[src/rtl/gate_driver_fault_monitor.sv]
// Filters the gate driver's nFAULT/nOCTW pins and sequences automatic recovery
// through gate_driver_reset, ending in a supervisor-cleared lockout on persistent faults.
module gate_driver_fault_monitor #(
  parameter int clk_freq_hz    = 54_000_000,
  parameter int filter_us      = 2,
  parameter int retry_delay_us = 100,
  parameter int settle_us      = 10,
  parameter int max_retries    = 3
) (
  input  logic       sys_clk,
  input  logic       reset,
  input  logic       n_fault,
  input  logic       n_octw,
  input  logic       driver_enable,
  input  logic       reset_done,
  input  logic       clear_lockout,
  output logic       reset_start,
  output logic       slow_reset,
  output logic       fault,
  output logic       fault_lockout,
  output logic       octw_warning,
  output logic [7:0] fault_count
);

  localparam int ticks_per_us = clk_freq_hz / 1_000_000;
  localparam int filter_ticks = ticks_per_us * filter_us;
  localparam int retry_ticks  = ticks_per_us * retry_delay_us;
  localparam int settle_ticks = ticks_per_us * settle_us;
  localparam int max_ticks    = (retry_ticks > settle_ticks) ?
                                ((retry_ticks > filter_ticks) ? retry_ticks : filter_ticks) :
                                ((settle_ticks > filter_ticks) ? settle_ticks : filter_ticks);
  localparam int filt_w       = $clog2(filter_ticks) + 1;
  localparam int tmr_w        = $clog2(max_ticks) + 1;

  localparam logic [filt_w-1:0] filt_last   = filt_w'(filter_ticks - 1);
  localparam logic [tmr_w-1:0]  retry_last  = tmr_w'(retry_ticks - 1);
  localparam logic [tmr_w-1:0]  settle_last = tmr_w'(settle_ticks - 1);
  localparam logic [3:0]        retry_limit = 4'(max_retries);

  typedef enum logic [2:0] {IDLE, WAIT_RETRY, RESETTING, SETTLE, LOCKOUT} state_t;

  function automatic logic [7:0] sat_inc(input logic [7:0] v);
    return (v == 8'hFF) ? v : v + 8'd1;
  endfunction

  logic              fault_sync_p0, fault_sync_p1, octw_sync_p0, octw_sync_p1;
  logic              fault_filt, octw_filt;
  logic [filt_w-1:0] fault_fcnt, octw_fcnt;
  state_t            state;
  logic [tmr_w-1:0]  timer;
  logic [3:0]        retry_cnt;
  logic              reset_done_q;
  logic              done_rise;

  // Stage p0/p1: two-flop synchronizers, idle level is the released (high) pin
  always_ff @(posedge sys_clk) begin
    if (reset) begin
      fault_sync_p0 <= 1'b1;
      fault_sync_p1 <= 1'b1;
      octw_sync_p0  <= 1'b1;
      octw_sync_p1  <= 1'b1;
    end else begin
      fault_sync_p0 <= n_fault;
      fault_sync_p1 <= fault_sync_p0;
      octw_sync_p0  <= n_octw;
      octw_sync_p1  <= octw_sync_p0;
    end
  end

  // Filter stage: state flips only after filter_ticks consecutive disagreeing samples
  always_ff @(posedge sys_clk) begin
    if (reset) begin
      fault_filt <= 1'b0;
      fault_fcnt <= '0;
      octw_filt  <= 1'b0;
      octw_fcnt  <= '0;
    end else begin
      if (!fault_sync_p1 != fault_filt) begin
        if (fault_fcnt == filt_last) begin
          fault_filt <= ~fault_filt;
          fault_fcnt <= '0;
        end else begin
          fault_fcnt <= fault_fcnt + filt_w'(1);
        end
      end else begin
        fault_fcnt <= '0;
      end
      if (!octw_sync_p1 != octw_filt) begin
        if (octw_fcnt == filt_last) begin
          octw_filt <= ~octw_filt;
          octw_fcnt <= '0;
        end else begin
          octw_fcnt <= octw_fcnt + filt_w'(1);
        end
      end else begin
        octw_fcnt <= '0;
      end
    end
  end

  assign octw_warning = octw_filt;
  assign done_rise    = reset_done & ~reset_done_q;

  // Recovery FSM stage
  always_ff @(posedge sys_clk) begin
    if (reset) begin
      state         <= IDLE;
      timer         <= '0;
      retry_cnt     <= '0;
      reset_done_q  <= 1'b0;
      reset_start   <= 1'b0;
      slow_reset    <= 1'b0;
      fault         <= 1'b0;
      fault_lockout <= 1'b0;
      fault_count   <= '0;
    end else begin
      reset_done_q <= reset_done;
      reset_start  <= 1'b0;
      slow_reset   <= 1'b0;
      case (state)
        IDLE: begin
          // nFAULT is untrusted while the driver is disabled
          if (driver_enable && fault_filt) begin
            state       <= WAIT_RETRY;
            fault       <= 1'b1;
            retry_cnt   <= 4'd1;
            fault_count <= sat_inc(fault_count);
            timer       <= '0;
          end
        end
        WAIT_RETRY: begin
          if (!driver_enable) begin
            state     <= IDLE;
            fault     <= 1'b0;
            retry_cnt <= '0;
          end else if (timer == retry_last) begin
            reset_start <= 1'b1;
            slow_reset  <= (retry_cnt > 4'd1);
            state       <= RESETTING;
          end else begin
            timer <= timer + tmr_w'(1);
          end
        end
        RESETTING: begin
          if (done_rise) begin
            state <= SETTLE;
            timer <= '0;
          end
        end
        SETTLE: begin
          if (!driver_enable) begin
            state     <= IDLE;
            fault     <= 1'b0;
            retry_cnt <= '0;
          end else if (timer == settle_last) begin
            if (!fault_filt) begin
              state     <= IDLE;
              fault     <= 1'b0;
              retry_cnt <= '0;
            end else if (retry_cnt == retry_limit) begin
              state         <= LOCKOUT;
              fault_lockout <= 1'b1;
            end else begin
              retry_cnt <= retry_cnt + 4'd1;
              timer     <= '0;
              state     <= WAIT_RETRY;
            end
          end else begin
            timer <= timer + tmr_w'(1);
          end
        end
        LOCKOUT: begin
          if (clear_lockout) begin
            state         <= IDLE;
            fault         <= 1'b0;
            fault_lockout <= 1'b0;
            retry_cnt     <= '0;
          end
        end
        default: state <= IDLE;
      endcase
    end
  end

endmodule

[config.mk]
export PLATFORM = sky130hd
export DESIGN_NAME = gate_driver_fault_monitor
export DESIGN_NICKNAME = d
export VERILOG_FILES = /design/src/rtl/gate_driver_fault_monitor.sv
export SDC_FILE = /design/constraint.sdc
export NUM_CORES = 1
export LEC_CHECK = 0
export ABC_AREA = 1
export CAP_MARGIN = 30
export CORE_MARGIN = 3
export CORE_UTILIZATION = 60
export CTS_BUF_LIST = sky130_fd_sc_hd__clkbuf_8
export CTS_CLUSTER_DIAMETER = 150
export DETAILED_ROUTE_END_ITERATION = 10
export PLACE_DENSITY = 0.81
export SLEW_MARGIN = 20
export SYNTH_ARGS = -nofsm -noshare
export SYNTH_HDL_FRONTEND = slang
export SYNTH_SLANG_ARGS = --single-unit
[constraint.sdc]
create_clock -name sys_clk -period 3.6 [get_ports sys_clk]
set_clock_uncertainty 0.2 [all_clocks]
set_input_delay 0.54 -clock sys_clk [delete_from_list [all_inputs] [get_ports sys_clk]]
set_output_delay 0.54 -clock sys_clk [all_outputs]
set_load 0.02 [all_outputs]
==> key figures <==
Status
  – Status: complete, no violations

Route
  – DR iter-0 viols: 156
  – Via count: 2,968
  – Drt drc: 0
  – Vias/cell: approximately 5.3
  – Final ANT Viol Nets: 0
  – Drt first pass iters: 5
  – Drt total wl: slightly below 7000 microns
  – Routed WL per cell: 12.24 microns

Placed design
  – Dpl hpwl: 4980 microns
  – Port-buffer cells: 19
  – Dpl cells: 548
  – RePlAce Congestion: 0.9267

Logic synthesis
  – Multiplexer share of the synthesized area: 0%
  – Top post-synthesis cells by area: dfxtp_1, nand2_1, nor2_1, a21oi_1, inv_1
  – EDFF count, synth: 0
  – Main synth FF type: dfxtp_1
  – Synth Net Count: 487
  – Yosys top cell area share: 35.73%
  – Synthesis warning total: 0
  – Synthesized area: 3138 sq um
  – Seq/Total Area, Yosys: 35.73%
  – Synth area leader: dfxtp_1
  – Synth cell types: 31
  – Syn avg cell area: 6.648 sq um
  – Syn Inst Count: 472
  – Synth Area in Compound Gates: 9.330%
  – Yosys reg bits: 56
  – Simple-gate portion of the synthesized area: 39.39%
  – Synth async-reset ratio: 0%
  – Main combinational cell family by area after synthesis: simple AND/OR/NAND/NOR gates
  – Post-synthesis xor/xnor area fraction: roughly 3.3%
  – Post-synthesis adder-cell area fraction: 3.190%

Clock network
  – Worst skew pair latency: between 0.3 and 0.4 ns
  – Clock slew at reported path FFs: around 0.10 ns
  – Clock buffer depth: 2
  – Post-cts resize count: 0
  – CTS Sinks: 56
  – Post-CTS Repair Setup Buffers: 0
  – Cts bufs inserted: 5
  – CTS H-Tree Depth: 2
  – CTS tree: yes
  – Post-CTS Hold Fix Bufs: 0
  – Clk root buf: clkbuf_8

Setup path
  – Crit path cell chain: clkdlybuf4s50_1, nand2_2, nor3_1, nand2_1, nor2_1, nand3_1, nand2_1, nor2_1
  – CP peak stage delay: 0.53 ns
  – Largest fanout on the critical path: 5
  – Critical path capture point type: flip-flop
  – CP Launch Type: primary input
  – CP Data Required Time: 3.61 ns
  – Critical-path top delay cell: clkdlybuf4s50_1
  – Arrival time worst endpoint: 2.15 ns
  – Buffers and inverters on the worst path: 1
  – Critical path's top delay family: simple AND/OR/NAND/NOR gates
  – Setup CP Type: in -> reg

GRT
  – Largest net degree at the start of global routing: 27
  – Antenna violations before repair: 0
  – GRT overflow: 0
  – First-pass GRT wire length: 11,980 microns
  – Vias in the first global route: 2,789
  – GRT Overall Usage: about a quarter

Job
  – Maxcap violations: 0

Cells and area
  – Non-Filler Instances: 556
  – FF/Latch Area: 1121 sq um
  – Fillcell total: 439
  – Most frequent cells in the layout: nand2_1, nor2_1, dfxtp_1
  – Commonest non-fill, non-tap cell in the layout: nand2_1
  – Layout cell share with drive strength beyond 1: 9.202%
  – Nets@finish: 503
  – Ant diodes: 0
  – Area grow syn2layout: 10.37%
  – Multi-input combinational cell area: around 1700 sq um

STA
  – Fmax: 467.9 MHz
  – Rel. slew slack: 67.59%
  – Period minus WS final: 2.137 ns
  – Fin. Hold Viols: 0
  – Max Slew Vio Count: 0
  – Final setup viols: 0
  – RSZ-0062 raised after global routing: false
  – Total Neg Setup Slack: 0 ns
  – Period utilisation layout: between 50 and 60%
  – Tightest Pin Transition: 0.4855 ns

Floorplan
  – Die height: around 80 microns
  – Initial Util: between 60 and 70%
  – Die area: 6134 sq um
  – Num ports: 20
  – Row cnt: 25
  – Die width: just under 80 microns
  – Core area: 4880 sq um

Power and ir drop
  – Leak: 0.001325 uW
  – VDD IR-drop max: approximately 0.35 mV
  – Pwr dens: 461.6 nW/um^2

Min path
  – Hold Crit Class: reg -> reg
flip-flops by register name, summed over array words and instances, names as in the netlist, 3 cells and up:
signal / cells
fault_count: 8
fault_fcnt: 8
octw_fcnt: 8
retry_cnt: 4
state: 3
timer: 14
kinds of logic after synthesis:
| kind of cell | count (synthesis) |
|---|---|
| AOI/OAI and AO/OA | 55 |
| and+or+nand+nor | 274 |
| DFF | 56 |
| xor gates and xnor gates | 12 |
| adders and majority gates | 8 |
| buffers and inverters | 67 |
metrics by stage:
stage | setup WS, ns | power (uW) | hold WS, ns | area [sq um] | util, %
finish | 1.463 | 1599 | 0.2193 | 3463 | 70.97
global route | 1.293 | 1713 | 0.2546 | 3463 | 70.97
CTS | 1.488 | 1609 | 0.2252 | 3463 | 70.97
detailed placement | 1.154 | 1186 | 0.1961 | 3348 | 68.62
global placement | 1.216 | 1175 | 0.1935 | 3348 | 68.62
floorplan | 1.851 | 1118 | 0.1895 | 3138 | -
metal layers:
| metal | share of wire, % | GRT usage (%) |
|---|---|---|
| met3 | 4.0 | 4.128 |
| met1 | 45 | 29.60 |
| met2 | 49 | 41.27 |
| met4 | 1.8 | 9.441 |
| met5 | 0 | 0 |
cell usage after synthesis, types with 4 or more instances:
master and n:
nor2_2 6, a21oi_1 39, nand4_1 11, ha_1 8
dfxtp_1 56, inv_2 5, nand3_1 31, nand2_2 7
xor2_1 9, nand2_1 121, or2_2 7, o21ai_0 10
inv_1 50, nor2_1 65, clkbuf_1 4, nor2_4 5
nor3_1 13
path summary, 6_finish.rpt:
kind / startpoint / end / slack [ns] / cells past startpoint
max: driver_enable / fault_count[5]$_SDFFE_PP0P_ / 1.46 / 8
min: octw_sync_p0$_SDFF_PP1_ / octw_sync_p1$_SDFF_PP1_ / 0.22 / 1
max reg2reg: timer[2]$_SDFFE_PP0P_ / timer[11]$_SDFFE_PP0P_ / 1.56 / 9
min reg2reg: octw_sync_p0$_SDFF_PP1_ / octw_sync_p1$_SDFF_PP1_ / 0.22 / 1
cell type report:
| cell class | count | area share (%) |
|---|---|---|
| Sequential cell | 56 | 32.37 |
| Inverter | 56 | 6.105 |
| Clock buffer | 5 | 1.987 |
| Clock inverter | 3 | 1.337 |
| Timing Repair Buffer | 20 | 5.708 |
| Tap cell | 67 | 2.421 |
| Multi-Input combinational cell | 349 | 50.07 |
power breakdown:
part	switching [uW]	internal, uW
Sequential	48.0	658
Clock	208	210
Combinational	329	146
Total	585	1010
Power figures use the tool's default switching activity.
